===== src/rtl/disp_pkg.sv =====
// disp_pkg: shared definitions for the display arbiter slice.
//   - source encodings driven on src
//   - arbiter FSM state type
//   - digit geometry (DIGITS x DIGIT_W) and the largest legal BCD value
//   - cnt_w(): counter width helper, never returns 0 so single-value
//     counters still have a legal one-bit register
package disp_pkg;

    localparam int DIGITS  = 6;
    localparam int DIGIT_W = 4;
    localparam int WORD_W  = DIGITS * DIGIT_W;

    localparam logic [DIGIT_W-1:0] BCD_MAX = 4'd9;

    localparam logic [1:0] SRC_TIME = 2'd0;
    localparam logic [1:0] SRC_EDIT = 2'd1;
    localparam logic [1:0] SRC_MSG  = 2'd2;

    typedef enum logic [1:0] {
        S_TIME = 2'd0,
        S_EDIT = 2'd1,
        S_MSG  = 2'd2
    } disp_state_t;

    // Width needed to hold 0..n-1 (at least one bit).
    function automatic int cnt_w(input int n);
        return (n < 2) ? 1 : $clog2(n);
    endfunction

endpackage


===== src/rtl/disp_arbiter_if.sv =====
// disp_arbiter_if: request/display bundle between the timer core, the
// arbiter and the LED encoder.
//   time_val, edit_en, edit_val, edit_pos, msg_req, msg_val : requests
//   digits, blank, src, msg_busy, msg_done                  : display side
// Modports:
//   master - the requesting side (drives requests, observes display)
//   slave  - the arbiter
interface disp_arbiter_if;
    import disp_pkg::*;

    logic [WORD_W-1:0] time_val;
    logic              edit_en;
    logic [WORD_W-1:0] edit_val;
    logic [2:0]        edit_pos;
    logic              msg_req;
    logic [WORD_W-1:0] msg_val;

    logic [WORD_W-1:0] digits;
    logic [DIGITS-1:0] blank;
    logic [1:0]        src;
    logic              msg_busy;
    logic              msg_done;

    modport master (
        output time_val, edit_en, edit_val, edit_pos, msg_req, msg_val,
        input  digits, blank, src, msg_busy, msg_done
    );

    modport slave (
        input  time_val, edit_en, edit_val, edit_pos, msg_req, msg_val,
        output digits, blank, src, msg_busy, msg_done
    );

endinterface


===== src/rtl/disp_arbiter_ms_tick.sv =====
// ms_tick: millisecond prescaler. Emits a one-cycle tick every DIV cycles.
// Ports:
//   clk     - clock
//   rst     - asynchronous reset, active low
//   restart - synchronous realign: counter returns to 0, no tick this cycle,
//             so the next tick lands exactly DIV cycles later
//   tick    - one-cycle pulse
module ms_tick
    import disp_pkg::*;
#(
    parameter int DIV = 1
) (
    input  logic clk,
    input  logic rst,
    input  logic restart,
    output logic tick
);

    localparam int            W    = cnt_w(DIV);
    localparam logic [W-1:0]  LAST = W'(DIV - 1);
    localparam logic [W-1:0]  ONE  = W'(1);

    logic [W-1:0] cnt_reg;
    logic [W-1:0] cnt_next;

    always_comb begin
        tick     = 1'b0;
        cnt_next = cnt_reg;
        if (restart) begin
            cnt_next = '0;
        end else if (cnt_reg == LAST) begin
            tick     = 1'b1;
            cnt_next = '0;
        end else begin
            cnt_next = cnt_reg + ONE;
        end
    end

    always_ff @(posedge clk or negedge rst) begin
        if (!rst) begin
            cnt_reg <= '0;
        end else begin
            cnt_reg <= cnt_next;
        end
    end

endmodule


===== src/rtl/disp_arbiter.sv =====
// disp_arbiter: selects running time, edit mode (blinking cursor) or a
// transient message for the 6-digit seven-segment encoder, and owns the
// blink and message timing.
// Parameters: CLK_HZ (clock in Hz, multiple of 1000), BLINK_MS (cursor
// half-period), MSG_MS (message display time).
// Ports:
//   clk  - clock
//   rst  - asynchronous reset, active low
//   bus  - disp_arbiter_if.slave (requests in, registered display out)
// Optional feature: define DISP_LZ_BLANK_EN to blank leading zeros while
// the running time is shown.
module disp_arbiter
    import disp_pkg::*;
#(
    parameter int CLK_HZ   = 50000000,
    parameter int BLINK_MS = 250,
    parameter int MSG_MS   = 2000
) (
    input  logic           clk,
    input  logic           rst,
    disp_arbiter_if.slave  bus
);

    localparam int TICK_DIV = CLK_HZ / 1000;

    localparam int                MSG_W      = cnt_w(MSG_MS);
    localparam logic [MSG_W-1:0]  MSG_LAST   = MSG_W'(MSG_MS - 1);
    localparam logic [MSG_W-1:0]  MSG_ONE    = MSG_W'(1);
    localparam int                BLINK_W    = cnt_w(BLINK_MS);
    localparam logic [BLINK_W-1:0] BLINK_LAST = BLINK_W'(BLINK_MS - 1);
    localparam logic [BLINK_W-1:0] BLINK_ONE  = BLINK_W'(1);

    disp_state_t state_reg, state_next;

    logic [WORD_W-1:0]  msg_val_reg;
    logic [MSG_W-1:0]   msg_cnt_reg, msg_cnt_next;
    logic [BLINK_W-1:0] blink_cnt_reg, blink_cnt_next;
    logic               phase_reg, phase_next;
    logic [2:0]         edit_pos_reg;

    logic [WORD_W-1:0]  digits_reg, digits_next;
    logic [DIGITS-1:0]  blank_reg, blank_next;
    logic [1:0]         src_reg, src_next;
    logic               busy_reg, busy_next;
    logic               done_reg, done_next;

    logic               msg_tick, blink_tick;
    logic               msg_timeout;
    logic               edit_next, blink_clr, blink_to;

    logic [WORD_W-1:0]  raw_word;
    logic [WORD_W-1:0]  clean_word;
    logic [DIGITS-1:0]  dig_bad;

    // Message prescaler realigns on every latch so the timeout is exact.
    ms_tick #(.DIV(TICK_DIV)) u_msg_tick (
        .clk     (clk),
        .rst     (rst),
        .restart (bus.msg_req),
        .tick    (msg_tick)
    );

    // Blink prescaler realigns whenever the blink phase is cleared.
    ms_tick #(.DIV(TICK_DIV)) u_blink_tick (
        .clk     (clk),
        .rst     (rst),
        .restart (blink_clr),
        .tick    (blink_tick)
    );

    assign msg_timeout = (state_reg == S_MSG) && msg_tick && (msg_cnt_reg == MSG_LAST);

    // Next state. A new request always wins over a coincident timeout.
    always_comb begin
        state_next = state_reg;
        unique case (state_reg)
            S_TIME: begin
                if (bus.msg_req)      state_next = S_MSG;
                else if (bus.edit_en) state_next = S_EDIT;
            end
            S_EDIT: begin
                if (bus.msg_req)       state_next = S_MSG;
                else if (!bus.edit_en) state_next = S_TIME;
            end
            S_MSG: begin
                if (bus.msg_req)      state_next = S_MSG;
                else if (msg_timeout) state_next = bus.edit_en ? S_EDIT : S_TIME;
            end
            default: state_next = S_TIME;
        endcase
    end

    // Message millisecond counter; reloaded by a request or at the last ms.
    always_comb begin
        msg_cnt_next = msg_cnt_reg;
        if (bus.msg_req) begin
            msg_cnt_next = '0;
        end else if (state_reg == S_MSG && msg_tick) begin
            msg_cnt_next = (msg_cnt_reg == MSG_LAST) ? '0 : msg_cnt_reg + MSG_ONE;
        end
    end

    // Blink: cleared on entry to edit mode and whenever the cursor moves,
    // so the cursor digit is lit straight away.
    assign edit_next = (state_next == S_EDIT);
    assign blink_clr = edit_next && ((state_reg != S_EDIT) || (bus.edit_pos != edit_pos_reg));
    assign blink_to  = edit_next && !blink_clr && blink_tick && (blink_cnt_reg == BLINK_LAST);

    always_comb begin
        blink_cnt_next = blink_cnt_reg;
        phase_next     = phase_reg;
        if (!edit_next || blink_clr) begin
            blink_cnt_next = '0;
            phase_next     = 1'b0;
        end else if (blink_tick) begin
            blink_cnt_next = (blink_cnt_reg == BLINK_LAST) ? '0 : blink_cnt_reg + BLINK_ONE;
            if (blink_to) phase_next = ~phase_reg;
        end
    end

    // Source word follows the next state so outputs lag inputs by one cycle.
    // A message arriving this cycle is shown directly from msg_val.
    always_comb begin
        raw_word = bus.time_val;
        src_next = SRC_TIME;
        unique case (state_next)
            S_TIME: begin
                raw_word = bus.time_val;
                src_next = SRC_TIME;
            end
            S_EDIT: begin
                raw_word = bus.edit_val;
                src_next = SRC_EDIT;
            end
            S_MSG: begin
                raw_word = bus.msg_req ? bus.msg_val : msg_val_reg;
                src_next = SRC_MSG;
            end
            default: begin
                raw_word = bus.time_val;
                src_next = SRC_TIME;
            end
        endcase
    end

    // Non-BCD digits are forced to 0 and darkened.
    generate
        for (genvar gi = 0; gi < DIGITS; gi++) begin : g_digit
            logic [DIGIT_W-1:0] raw_dig;
            assign raw_dig = raw_word[gi*DIGIT_W +: DIGIT_W];
            assign dig_bad[gi] = (raw_dig > BCD_MAX);
            assign clean_word[gi*DIGIT_W +: DIGIT_W] = dig_bad[gi] ? '0 : raw_dig;
        end
    endgenerate

    always_comb begin
        blank_next = dig_bad;
        if (edit_next && phase_next && (bus.edit_pos <= 3'd5)) begin
            blank_next[bus.edit_pos] = 1'b1;
        end
`ifdef DISP_LZ_BLANK_EN
        // Leading-zero run is judged on the sanitised digits; digit 0 stays lit.
        if (state_next == S_TIME) begin
            logic lz_run;
            lz_run = 1'b1;
            for (int i = DIGITS - 1; i >= 1; i--) begin
                lz_run = lz_run && (clean_word[i*DIGIT_W +: DIGIT_W] == '0);
                if (lz_run) blank_next[i] = 1'b1;
            end
        end
`endif
    end

    assign digits_next = clean_word;
    assign busy_next   = (state_next == S_MSG);
    assign done_next   = msg_timeout && !bus.msg_req;

    always_ff @(posedge clk or negedge rst) begin
        if (!rst) begin
            state_reg     <= S_TIME;
            msg_val_reg   <= '0;
            msg_cnt_reg   <= '0;
            blink_cnt_reg <= '0;
            phase_reg     <= 1'b0;
            edit_pos_reg  <= '0;
            digits_reg    <= '0;
            blank_reg     <= '0;
            src_reg       <= SRC_TIME;
            busy_reg      <= 1'b0;
            done_reg      <= 1'b0;
        end else begin
            state_reg     <= state_next;
            if (bus.msg_req) msg_val_reg <= bus.msg_val;
            msg_cnt_reg   <= msg_cnt_next;
            blink_cnt_reg <= blink_cnt_next;
            phase_reg     <= phase_next;
            edit_pos_reg  <= bus.edit_pos;
            digits_reg    <= digits_next;
            blank_reg     <= blank_next;
            src_reg       <= src_next;
            busy_reg      <= busy_next;
            done_reg      <= done_next;
        end
    end

    assign bus.digits   = digits_reg;
    assign bus.blank    = blank_reg;
    assign bus.src      = src_reg;
    assign bus.msg_busy = busy_reg;
    assign bus.msg_done = done_reg;

endmodule

===== src/flat_wrapper.sv =====
// flat-port wrapper written by rule: the top's interface ports become plain ports
module disp_arbiter_flat import disp_pkg::*;
#(
    parameter int CLK_HZ   = 50000000,
    parameter int BLINK_MS = 250,
    parameter int MSG_MS   = 2000
)
  (clk, rst, bus_time_val, bus_edit_en, bus_edit_val, bus_edit_pos, bus_msg_req, bus_msg_val, bus_digits, bus_blank, bus_src, bus_msg_busy, bus_msg_done);
  disp_arbiter_if bus_i ();
  input  logic clk;
  input  logic rst;
  input wire logic [$bits(bus_i.time_val)-1:0] bus_time_val;
  input wire logic [$bits(bus_i.edit_en)-1:0] bus_edit_en;
  input wire logic [$bits(bus_i.edit_val)-1:0] bus_edit_val;
  input wire logic [$bits(bus_i.edit_pos)-1:0] bus_edit_pos;
  input wire logic [$bits(bus_i.msg_req)-1:0] bus_msg_req;
  input wire logic [$bits(bus_i.msg_val)-1:0] bus_msg_val;
  output wire logic [$bits(bus_i.digits)-1:0] bus_digits;
  output wire logic [$bits(bus_i.blank)-1:0] bus_blank;
  output wire logic [$bits(bus_i.src)-1:0] bus_src;
  output wire logic [$bits(bus_i.msg_busy)-1:0] bus_msg_busy;
  output wire logic [$bits(bus_i.msg_done)-1:0] bus_msg_done;
  assign bus_i.time_val = bus_time_val;
  assign bus_i.edit_en = bus_edit_en;
  assign bus_i.edit_val = bus_edit_val;
  assign bus_i.edit_pos = bus_edit_pos;
  assign bus_i.msg_req = bus_msg_req;
  assign bus_i.msg_val = bus_msg_val;
  assign bus_digits = bus_i.digits;
  assign bus_blank = bus_i.blank;
  assign bus_src = bus_i.src;
  assign bus_msg_busy = bus_i.msg_busy;
  assign bus_msg_done = bus_i.msg_done;
  disp_arbiter #(.CLK_HZ(CLK_HZ), .BLINK_MS(BLINK_MS), .MSG_MS(MSG_MS)) u_core (.clk(clk), .rst(rst), .bus(bus_i));
endmodule

===== config.mk =====
export PLATFORM = sky130hd
export DESIGN_NAME = disp_arbiter_flat
export DESIGN_NICKNAME = d
export VERILOG_FILES = /design/src/rtl/disp_pkg.sv /design/src/rtl/disp_arbiter_if.sv /design/src/rtl/disp_arbiter_ms_tick.sv /design/src/rtl/disp_arbiter.sv /design/src/flat_wrapper.sv
export SDC_FILE = /design/constraint.sdc
export NUM_CORES = 1
export LEC_CHECK = 0
export ABC_AREA = 1
export CORE_MARGIN = 4
export CORE_UTILIZATION = 40
export CTS_BUF_LIST = sky130_fd_sc_hd__clkbuf_16
export CTS_CLUSTER_SIZE = 28
export DETAILED_ROUTE_END_ITERATION = 12
export PLACE_DENSITY = 0.67
export SYNTH_ARGS = -nofsm -noshare
export SYNTH_HDL_FRONTEND = slang
export SYNTH_SLANG_ARGS = --single-unit

===== constraint.sdc =====
create_clock -name clk -period 5.5 [get_ports clk]
set_input_delay 1.1 -clock clk [delete_from_list [all_inputs] [get_ports clk]]
set_output_delay 1.1 -clock clk [all_outputs]
set_load 0.005 [all_outputs]

; ---- Yosys cells after proc, flatten, opt, wreduce, memory -nomap -nowiden
; Cells that the tools add are included.
[op_classes]
n_div = 0
n_mul = 0
shift = 0
n_addsub = 4
n_lt_le_gt_ge = 9
n_reduce_logical = 18
n_bitwise = 2
muxes = 37
n_eq_ne = 10
[op_table]
columns = op, n
row1 = $mux 16, 4
row2 = $pmux 24 s2, 1
row3 = $mux 11, 3
row4 = $add 16x1->16 const B, 2
row5 = $eq 16x16->1 const B, 2
row6 = $gt 4x4->1 const B, 6
row7 = $mux 24, 1
row8 = $mux 4, 6
row9 = $mux 8, 3
row10 = $mux 2, 6
row11 = $add 11x1->11 const B, 1
row12 = $eq 11x11->1 const B, 1
row13 = $logic_and 1x1->1, 10
row14 = $mux 1, 9
row15 = $add 8x1->8 const B, 1
row16 = $eq 8x8->1 const B, 1
row17 = $mux 6, 1
row18 = $or 6x6->6, 1
row19 = $pmux 2 s3, 1
row20 = $eq 2x1->1 const B, 2
row21 = $eq 2x2->1 const B, 2
row22 = $lt 3x4->1 const B, 1
row23 = $pmux 2 s2, 1
row24 = $reduce_bool 2->1, 2
row25 = other kinds (9), 12
[totals]
out_inout_bits = 34
latch_bits = 0
n_memories = 0
regBits = 115
mem_bits_rw = 0
mem_bits_ro = 0
input_bits = 79

; ---- Logic depth before layout (Yosys ltp)
[logic_depth]
ltp_word = 20
ltp_mapped = 20
mapped_depth_nobuf = 18

; ---- Hierarchy
; A second synthesis with hierarchy kept.
[hier_totals]
cells_unflattened = 755
area_unflattened_um2 = 5878.1
[by_module_without_submodules]
columns = mod, area_each_um2, instances, cells_per_inst
row1 = disp_arbiter, 4056.4, 1, 507
row2 = ms_tick, 910.9, 2, 124

; ---- Worst setup path before layout
; Ideal clock, no wire load.
[synth_timing]
kind = input port to flip-flop
startpoint = input port bus_msg_req
endpoint = register u_core.digits_reg[1] (netlist: u_core.bus.digits[1])
required_time_ns = 5.374
n_path_buf = 4
t_arrival_ns = 3.127
slack_ns = 2.248
cell_stages = 18
path_cell_list = buf_6 > buf_6 > nor3_2 > inv_1 > nor2_2 > nand2_1 > nand2_1 > nand2_1 > inv_1 > ha_1 > buf_2 > inv_1 > clkbuf_2 > o21ai_0 > nand2_1 > inv_1 > nor2_1 > nor2_1
[synth_via]
elab_chain_len = 10
[synth_lines]
columns = element, line_no
row1 = "start, declared", flat_wrapper.sv:16  ; input wire logic [$bits(bus_i.msg_req)-1:0] bus_msg_req;
row2 = $mux 1, disp_arbiter_ms_tick.sv:29  ; if (restart) begin
row3 = $logic_and 1x1->1 (2 in a row), disp_arbiter.sv:71  ; assign msg_timeout = (state_reg == S_MSG) && msg_tick && (msg_cnt_reg == MSG_LAST);
row4 = $mux 2, disp_arbiter.sv:87  ; else if (msg_timeout) state_next = bus.edit_en ? S_EDIT : S_TIME;
row5 = $mux 2, disp_arbiter.sv:86  ; if (bus.msg_req) state_next = S_MSG;
row6 = $pmux 2 s3 (*), disp_arbiter.sv:76  ; unique case (state_reg)
row7 = named net u_core.state_next[0], disp_arbiter.sv:33  ; disp_state_t state_reg, state_next;
row8 = $eq 2x2->1 / $eq 2x1->1 (equally long branches), disp_arbiter.sv:126  ; unique case (state_next)
row9 = $pmux 24 s2 (*), disp_arbiter.sv:126
row10 = $gt 4x4->1, disp_arbiter.sv:151  ; assign dig_bad[gi] = (raw_dig > BCD_MAX);
row11 = $mux 4 (*), disp_arbiter.sv:152  ; assign clean_word[gi*DIGIT_W +: DIGIT_W] = dig_bad[gi] ? '0 : raw_dig;
row12 = named net u_core.clean_word[1], disp_arbiter.sv:52  ; logic [WORD_W-1:0] clean_word;
row13 = "end signal, assigned", disp_arbiter.sv:198  ; digits_reg <= digits_next;
row14 = "end, declared", disp_arbiter.sv:41  ; logic [WORD_W-1:0] digits_reg, digits_next;
; The timed path passes the listed nets; every way through them passes the cells marked *.
; A chain may end at the register's enable or synchronous reset.

; ---- Worst setup path in the final report
[layout_timing]
startpoint = input port bus_msg_req
endpoint = register u_core.blink_cnt_reg[0]
[layout_via]
elab_chain_len = 10
[layout_lines]
columns = element, line_no
row1 = $mux 1, disp_arbiter_ms_tick.sv:29
row2 = $logic_and 1x1->1 (2 in a row), disp_arbiter.sv:71
row3 = $mux 2, disp_arbiter.sv:87
row4 = $mux 2, disp_arbiter.sv:86
row5 = $pmux 2 s3 (*), disp_arbiter.sv:76
row6 = named net u_core.state_next[0], disp_arbiter.sv:33
row7 = $eq 2x1->1 (*), disp_arbiter.sv:105  ; assign edit_next = (state_next == S_EDIT);
row8 = $logic_and 1x1->1 / $logic_not 1->1 (equally long branches), "disp_arbiter.sv:106, disp_arbiter.sv:112"
row9 = $mux 1 / $logic_or 1x1->1 (equally long branches), "disp_arbiter_ms_tick.sv:29, disp_arbiter.sv:112"
row10 = $reduce_bool 2->1 (no line) / $mux 8 (equally long branches), -
row11 = "end signal, assigned", disp_arbiter.sv:195  ; blink_cnt_reg <= blink_cnt_next;
row12 = "end, declared", disp_arbiter.sv:37  ; logic [BLINK_W-1:0] blink_cnt_reg, blink_cnt_next;
; Marked as above.

==> results.py <==
metrics = {
    "outcome": {
        "outcome": "finished, final reports clean",
    },
    "power_and_ir_drop": {
        "power.combinational.fraction_pct": 13.5,
        "leakagePower_nw": 3.59,
        "cell_internal_pwr_mw": 1.78,
        "power_per_cell_area_nw_per_um2": 306,
        "power.share.clock_pct": 45.5,
        "power.ir.vdd_worst_mv": 0.236,
        "swShare_pct": 24.8,
        "sequentialPowerShare_pct": 41.0,
        "p_sw_uw": 587,
    },
    "worst_setup_path": {
        "worst-path-max-fanout": 25,
        "crit_path_start_kind": "input port",
        "critPathArrivalTime_ps": 3850,
        "cp_data_required_time_ps": 5830,
        "end_kind": "register",
        "timing.setup.critical_path_class": "in -> reg",
    },
    "placement": {
        "detailedPlacementHpwl_um": 11600,
        "post_placement_worst_setup_slack_ps": 1540,
        "gp_routability_congestion": 0.878,
        "place.port_buffers": 112,
    },
    "grt": {
        "globalRoute.totalOverflow": 0,
        "grt_first_pass_wirelength_um": 24800,
        "globalRouteTotalUtil_pct": 19.1,
        "maximum_number_of_pins_on_one_net_before_global_route_repair": 67,
        "grt_pass1_vias": 4934,
        "grt_antenna_before_repair": 1,
    },
    "sta": {
        "setup_tns_ps": 0,
        "timing_max_transition_violations_final": 0,
        "layout_worst_path_cycle_share_pct": 64.0,
        "final_hold_viol_count": 0,
        "worst_slew_margin_rel_pct": 39.0,
        "minimum_period_implied_by_the_final_worst_setup_slack_ps": 3520,
        "clock-skew-final_ps": 6.53,
        "max_freq_mhz": 284,
        "setup_viol": 0,
        "worst_setup_slack_after_layout_ps": 1980,
        "transition_time_of_the_tightest_slew_check_pin_ps": 914,
        "rsz_0062_raised_after_global_routing": "no",
    },
    "drt": {
        "via_count": 5128,
        "drt.antenna.violating_nets": 0,
        "routed_wire_length_per_instance_um": 14.9,
        "dr.pass1.iters": 5,
        "postRouteWirelength_um": 15400,
        "drc": 0,
        "avgViaCountPerCell": 4.94,
        "drtIter0Drc": 410,
    },
    "cells_and_area": {
        "final.fill_count": 1364,
        "antenna_cells_inserted": 0,
        "syn2layout_area_growth_pct": 31.0,
        "final_layout_size_suffix_gt1_share_pct": 8.43,
        "nNetsFinal": 929,
    },
    "clocking": {
        "cts.repair.resized": 0,
        "clock_tree.root_cell": "sky130_fd_sc_hd__clkbuf_16",
        "tritoncts": "done",
        "cts_made_buffers": 17,
        "clk_pin_slew_ps": 50,
        "cts_hold_buffers": 0,
        "worst_skew_pair.late_latency_ps": 410,
        "ctsHtreeMaxLevel": 4,
        "ctsLongestPathBuffers": 2,
        "clk_sink_count": 115,
        "post-cts-setup-buffer-count": 0,
    },
    "yosys": {
        "postSynthNetCount": 813,
        "synth_cell_types": 38,
        "post_synth.cell_area_avg_um2": 8.15,
        "synth_warnings": 0,
        "synth_sequential_area_ratio_pct": 48.7,
        "synthesis.area_um2": 5910,
        "postSynthRegisterBits": 115,
        "gate_count_after_technology_mapping": 725,
    },
    "die": {
        "core_um2": 14500,
        "num_io_pins": 113,
        "fp.dieArea_um2": 16800,
        "row_count": 44,
        "dieWidth_um": 130,
        "floorplan.initialDensity_pct": 40.8,
        "die_y_um": 130,
    },
    "flow_run": {
        "max_cap_viol_count": 0,
    },
    "min_path": {
        "min_path_type": "reg -> reg",
    },
}
## through the flow
stage | cell area, um^2 | power (mW) | hold WS (ps) | util [%] | instances
after global placement | 7160 | 1.30 | 451 | 49.5 | 1006
after CTS | 7740 | 2.38 | 473 | 53.4 | 1038
after floorplan | 5910 | 1.13 | 433 | - | 725
after global routing | 7740 | 2.46 | 492 | 53.4 | 1038
after detailed placement | 7160 | 1.30 | 458 | 49.5 | 1006
final | 7740 | 2.36 | 467 | 53.4 | 1038
## Yosys cell counts, drive strengths merged
master | number | area (um^2)
and3 | 1 | 6.26
a21oi | 39 | 199
o21bai | 2 | 15.0
inv | 92 | 345
nand4 | 12 | 75.1
nand3 | 47 | 255
nor2 | 91 | 379
a31oi | 1 | 6.26
a21boi | 1 | 7.51
buf | 18 | 120
o21a | 18 | 135
nand3b | 2 | 15.0
ha | 9 | 113
dfrtp | 115 | 2880
xnor2 | 2 | 17.5
nor4 | 2 | 33.8
or2 | 8 | 50.1
o21ai | 38 | 190
nand2 | 163 | 622
nor3b | 2 | 15.0
a31o | 1 | 8.76
o211ai | 19 | 143
xor2 | 13 | 114
nor3 | 26 | 150
clkbuf | 3 | 12.5
## kinds of logic after synthesis
logic type	Yosys count	share of synthesized area, %
AND/OR/NAND/NOR	354	27.1
buffers and inverters	113	8.09
AO/OA/AOI/OAI	119	11.9
XOR/XNOR	15	2.22
flip-flops	115	48.7
adder cells (fa/ha/maj)	9	1.91
## worst max-delay path, stage by stage
cell	delay, ps
sky130_fd_sc_hd__buf_2	190
sky130_fd_sc_hd__nor3_2	230
sky130_fd_sc_hd__inv_1	70
sky130_fd_sc_hd__nor2_2	160
sky130_fd_sc_hd__nand2_1	120
sky130_fd_sc_hd__nand2_1	70
sky130_fd_sc_hd__nand2_1	80
sky130_fd_sc_hd__inv_1	100
sky130_fd_sc_hd__ha_1	740
sky130_fd_sc_hd__inv_1	220
sky130_fd_sc_hd__nor2_4	240
sky130_fd_sc_hd__nand2_1	140
sky130_fd_sc_hd__nor2_1	190
sky130_fd_sc_hd__nand2_1	80
sky130_fd_sc_hd__o21ai_1	80
## final timing paths
check                                              from                      end  slack, ps  cells past startpoint
max                                         bus_msg_req  u_core.blink_cnt_reg[0]       1980                     15
min                               u_core.msg_val_reg[0]    u_core.msg_val_reg[0]        470                      2
max reg2reg                u_core.u_msg_tick.cnt_reg[0]  u_core.blink_cnt_reg[0]       2180                     16
min reg2reg                       u_core.msg_val_reg[0]    u_core.msg_val_reg[0]        470                      2
max in group asynchronous                           rst   u_core.msg_val_reg[19]       4080                      2
min in group asynchronous                           rst    u_core.msg_cnt_reg[7]        810                      2
## power by group through the flow
stage | Clock [mW] | Combinational (mW) | Sequential (mW)
3_5_place_dp | 0 | 0.321 | 0.983
4_1_cts | 1.09 | 0.323 | 0.970
5_1_grt | 1.13 | 0.352 | 0.978
3_3_place_gp | 0 | 0.318 | 0.983
6_report | 1.08 | 0.318 | 0.970
2_1_floorplan | 0 | 0.152 | 0.974
## cell type report
class | instances | area, um^2 | area share [%]
tap | 184 | 230 | 2.98
clock buffer | 17 | 425 | 5.50
inverter | 92 | 345 | 4.46
timing repair buffer | 118 | 1160 | 15.0
multi-input combinational | 497 | 2550 | 33.0
clock inverter | 15 | 150 | 1.94
sequential | 115 | 2880 | 37.2
## routing by layer
layer | wire length (um) | share of wire, % | vias up | global-route usage [%]
met3 | 973 | 6.3 | 26 | 6.60
met4 | 361 | 2.3 | 2 | 5.81
li1 | - | - | 2572 | -
met5 | 12 | 0.078 | - | 0
met2 | 7130 | 46 | 153 | 29.8
met1 | 6940 | 45 | 2375 | 25.3
## cells in the final DEF (no fill, tap or decap), drive strengths merged, types with 19 or more instances in the layout
cell and count:
nor3 26, clkdlybuf4s50 110, nand2 163, a21oi 39, nor2 91, dfrtp 115, o21ai 38, inv 95
o211ai 19, nand3 47
(Power assumes the default switching activity.)
==> edit: new RTL, same flow settings <==
`BLINK_MS` is set to 250 in 2 places; all go to 125.
--- a/src/rtl/disp_arbiter.sv
+++ b/src/rtl/disp_arbiter.sv
@@ -13,7 +13,7 @@
     import disp_pkg::*;
 #(
     parameter int CLK_HZ   = 50000000,
-    parameter int BLINK_MS = 250,
+    parameter int BLINK_MS = 125,
     parameter int MSG_MS   = 2000
 ) (
     input  logic           clk,
--- a/src/flat_wrapper.sv
+++ b/src/flat_wrapper.sv
@@ -2,7 +2,7 @@
 module disp_arbiter_flat import disp_pkg::*;
 #(
     parameter int CLK_HZ   = 50000000,
-    parameter int BLINK_MS = 250,
+    parameter int BLINK_MS = 125,
     parameter int MSG_MS   = 2000
 )
   (clk, rst, bus_time_val, bus_edit_en, bus_edit_val, bus_edit_pos, bus_msg_req, bus_msg_val, bus_digits, bus_blank, bus_src, bus_msg_busy, bus_msg_done);
Formal check against the unedited RTL: no difference found for any inputs over 10 cycles, from zero or initial values and one cycle with rst low; that may be too few to reach the edited logic, so the function may still have changed.
==> edit against the unedited design <==
Synthesized area is 1.5% higher. Sequential cell count is 1 lower. Count of clock-buffer cells in the layout stayed put. Largest cell class unchanged. Critical path type unchanged. Critical endpoint is now u_core.bus.digits[12]. Worst setup slack got worse by 0.070 ns. Power rose by 3.1%. Final area up 1.2%. Maximum frequency shrank 2.0%. Wire length down 0.91%. Sequential power down 0.8%.
==> edit: results (changes against the unedited design) <==
| Metric | Value |
|---|---|
| WL met3 | `863 microns (was 973 microns)` |
| Sw Share | `0.260 (was 0.248)` |
| Multi-input combinational area share | `0.344 (was 0.330)` |
| Grt met1 use | `0.237 (was 0.253)` |
| Vias per cell | `4.94 (about the same)` |
| Synth Area in Compound Gates | `0.133 (was 0.119)` |
| FILL cells | `1331 (was 1364)` |
| Sequential share of cell area | `0.364 (was 0.372)` |
| Sequential area share after synthesis | `0.476 (was 0.487)` |
| Final Net Count | `924 (was 929)` |
| Bufs w/o clock | `116 (was 118)` |
| Gate Count Post-Synth | `719 (was 725)` |
| Met2 wire length | `7.38 mm (was 7.13 mm)` |
| Layout cells sized above 1 | `0.125 (was 0.0843)` |
| Gr usage total | `0.189 (was 0.191)` |
| Post-Synth Adder-Cell Area | `0.0188 (was 0.0191)` |
| Buffer share of cell area | `0.146 (was 0.150)` |
| Pleak | `3.60 nW (was 3.59 nW)` |
| Vias in the first global route | `5113 (was 4934)` |
| Crit-path slowest cell | `inv_1 (was ha_1)` |
| DR iter-0 viols | `264 (was 410)` |
| CTS Sinks | `114 (was 115)` |
| Met3 Track Usage GR | `0.0675 (was 0.0660)` |
| Largest net degree at the start of global routing | `79 (was 67)` |
| Worst rel slew slack | `0.339 (was 0.390)` |
| Count of cell types in the netlist | `41 (was 38)` |
| IR drop worst, VDD | `239 uV (was 236 uV)` |
| Logic inverters | `80 (was 92)` |
| RD Place Congestion | `0.885 (was 0.878)` |
| Met1 Wirelength | `6.75 mm (was 6.94 mm)` |
| Post-Synth XOR/XNOR Area | `0.0219 (was 0.0222)` |
| Placed cell count | `1001 (was 1006)` |
| Met2 GRT Util | `0.307 (was 0.298)` |
| Seq. pwr | `962 uW (was 970 uW)` |
| Outcome | `finished, final reports clean (unchanged)` |
| Largest delay share family, worst path | `buffers and inverters (was simple AND/OR/NAND/NOR gates)` |
[edit: cell count changes after synthesis, moves of 7 or more]
cell | unedited run | this run
o211ai_1 | 19 | 10
inv_1 | 87 | 73
nand2_2 | 4 | 16
nor2_2 | 3 | 10
[edit: cell families (layout without fill, tap and decap cells)]
| logic type | Yosys count | after routing |
|---|---|---|
| AO/OA/AOI/OAI | 121 | 121 |
| XOR/XNOR | 15 | 15 |
| adder cells (fa/ha/maj) | 9 | 9 |
| buffers and inverters | 98 | 228 |
| flip-flops | 114 | 114 |
| AND/OR/NAND/NOR | 362 | 362 |
[edit: final timing paths]
path / startpoint / cells past startpoint / endpoint / slack [ns]
setup / recovery: bus_msg_req / 14 / u_core.bus.digits[12] / 1.91
hold / removal: u_core.u_msg_tick.cnt_reg[0] / 1 / u_core.u_msg_tick.cnt_reg[0] / 0.47
setup reg to reg: u_core.u_msg_tick.cnt_reg[0] / 15 / u_core.bus.digits[12] / 2.34
hold reg to reg: u_core.u_msg_tick.cnt_reg[0] / 1 / u_core.u_msg_tick.cnt_reg[0] / 0.47
max in group asynchronous: rst / 2 / u_core.edit_pos_reg[2] / 3.60
min in group asynchronous: rst / 1 / u_core.u_msg_tick.cnt_reg[0] / 0.83
[edit: metrics by stage]
stage | cell area [sq um] | power [mW] | util | hold slack (ns) | setup WS [ns]
3_3_place_gp | 7220 | 1.33 | 0.495 | 0.453 | 1.58
2_1_floorplan | 6000 | 1.16 | - | 0.433 | 2.53
4_1_cts | 7830 | 2.47 | 0.537 | 0.480 | 1.92
6_report | 7830 | 2.44 | 0.537 | 0.468 | 1.91
5_1_grt | 7830 | 2.55 | 0.537 | 0.493 | 1.58
3_5_place_dp | 7220 | 1.33 | 0.495 | 0.468 | 1.48
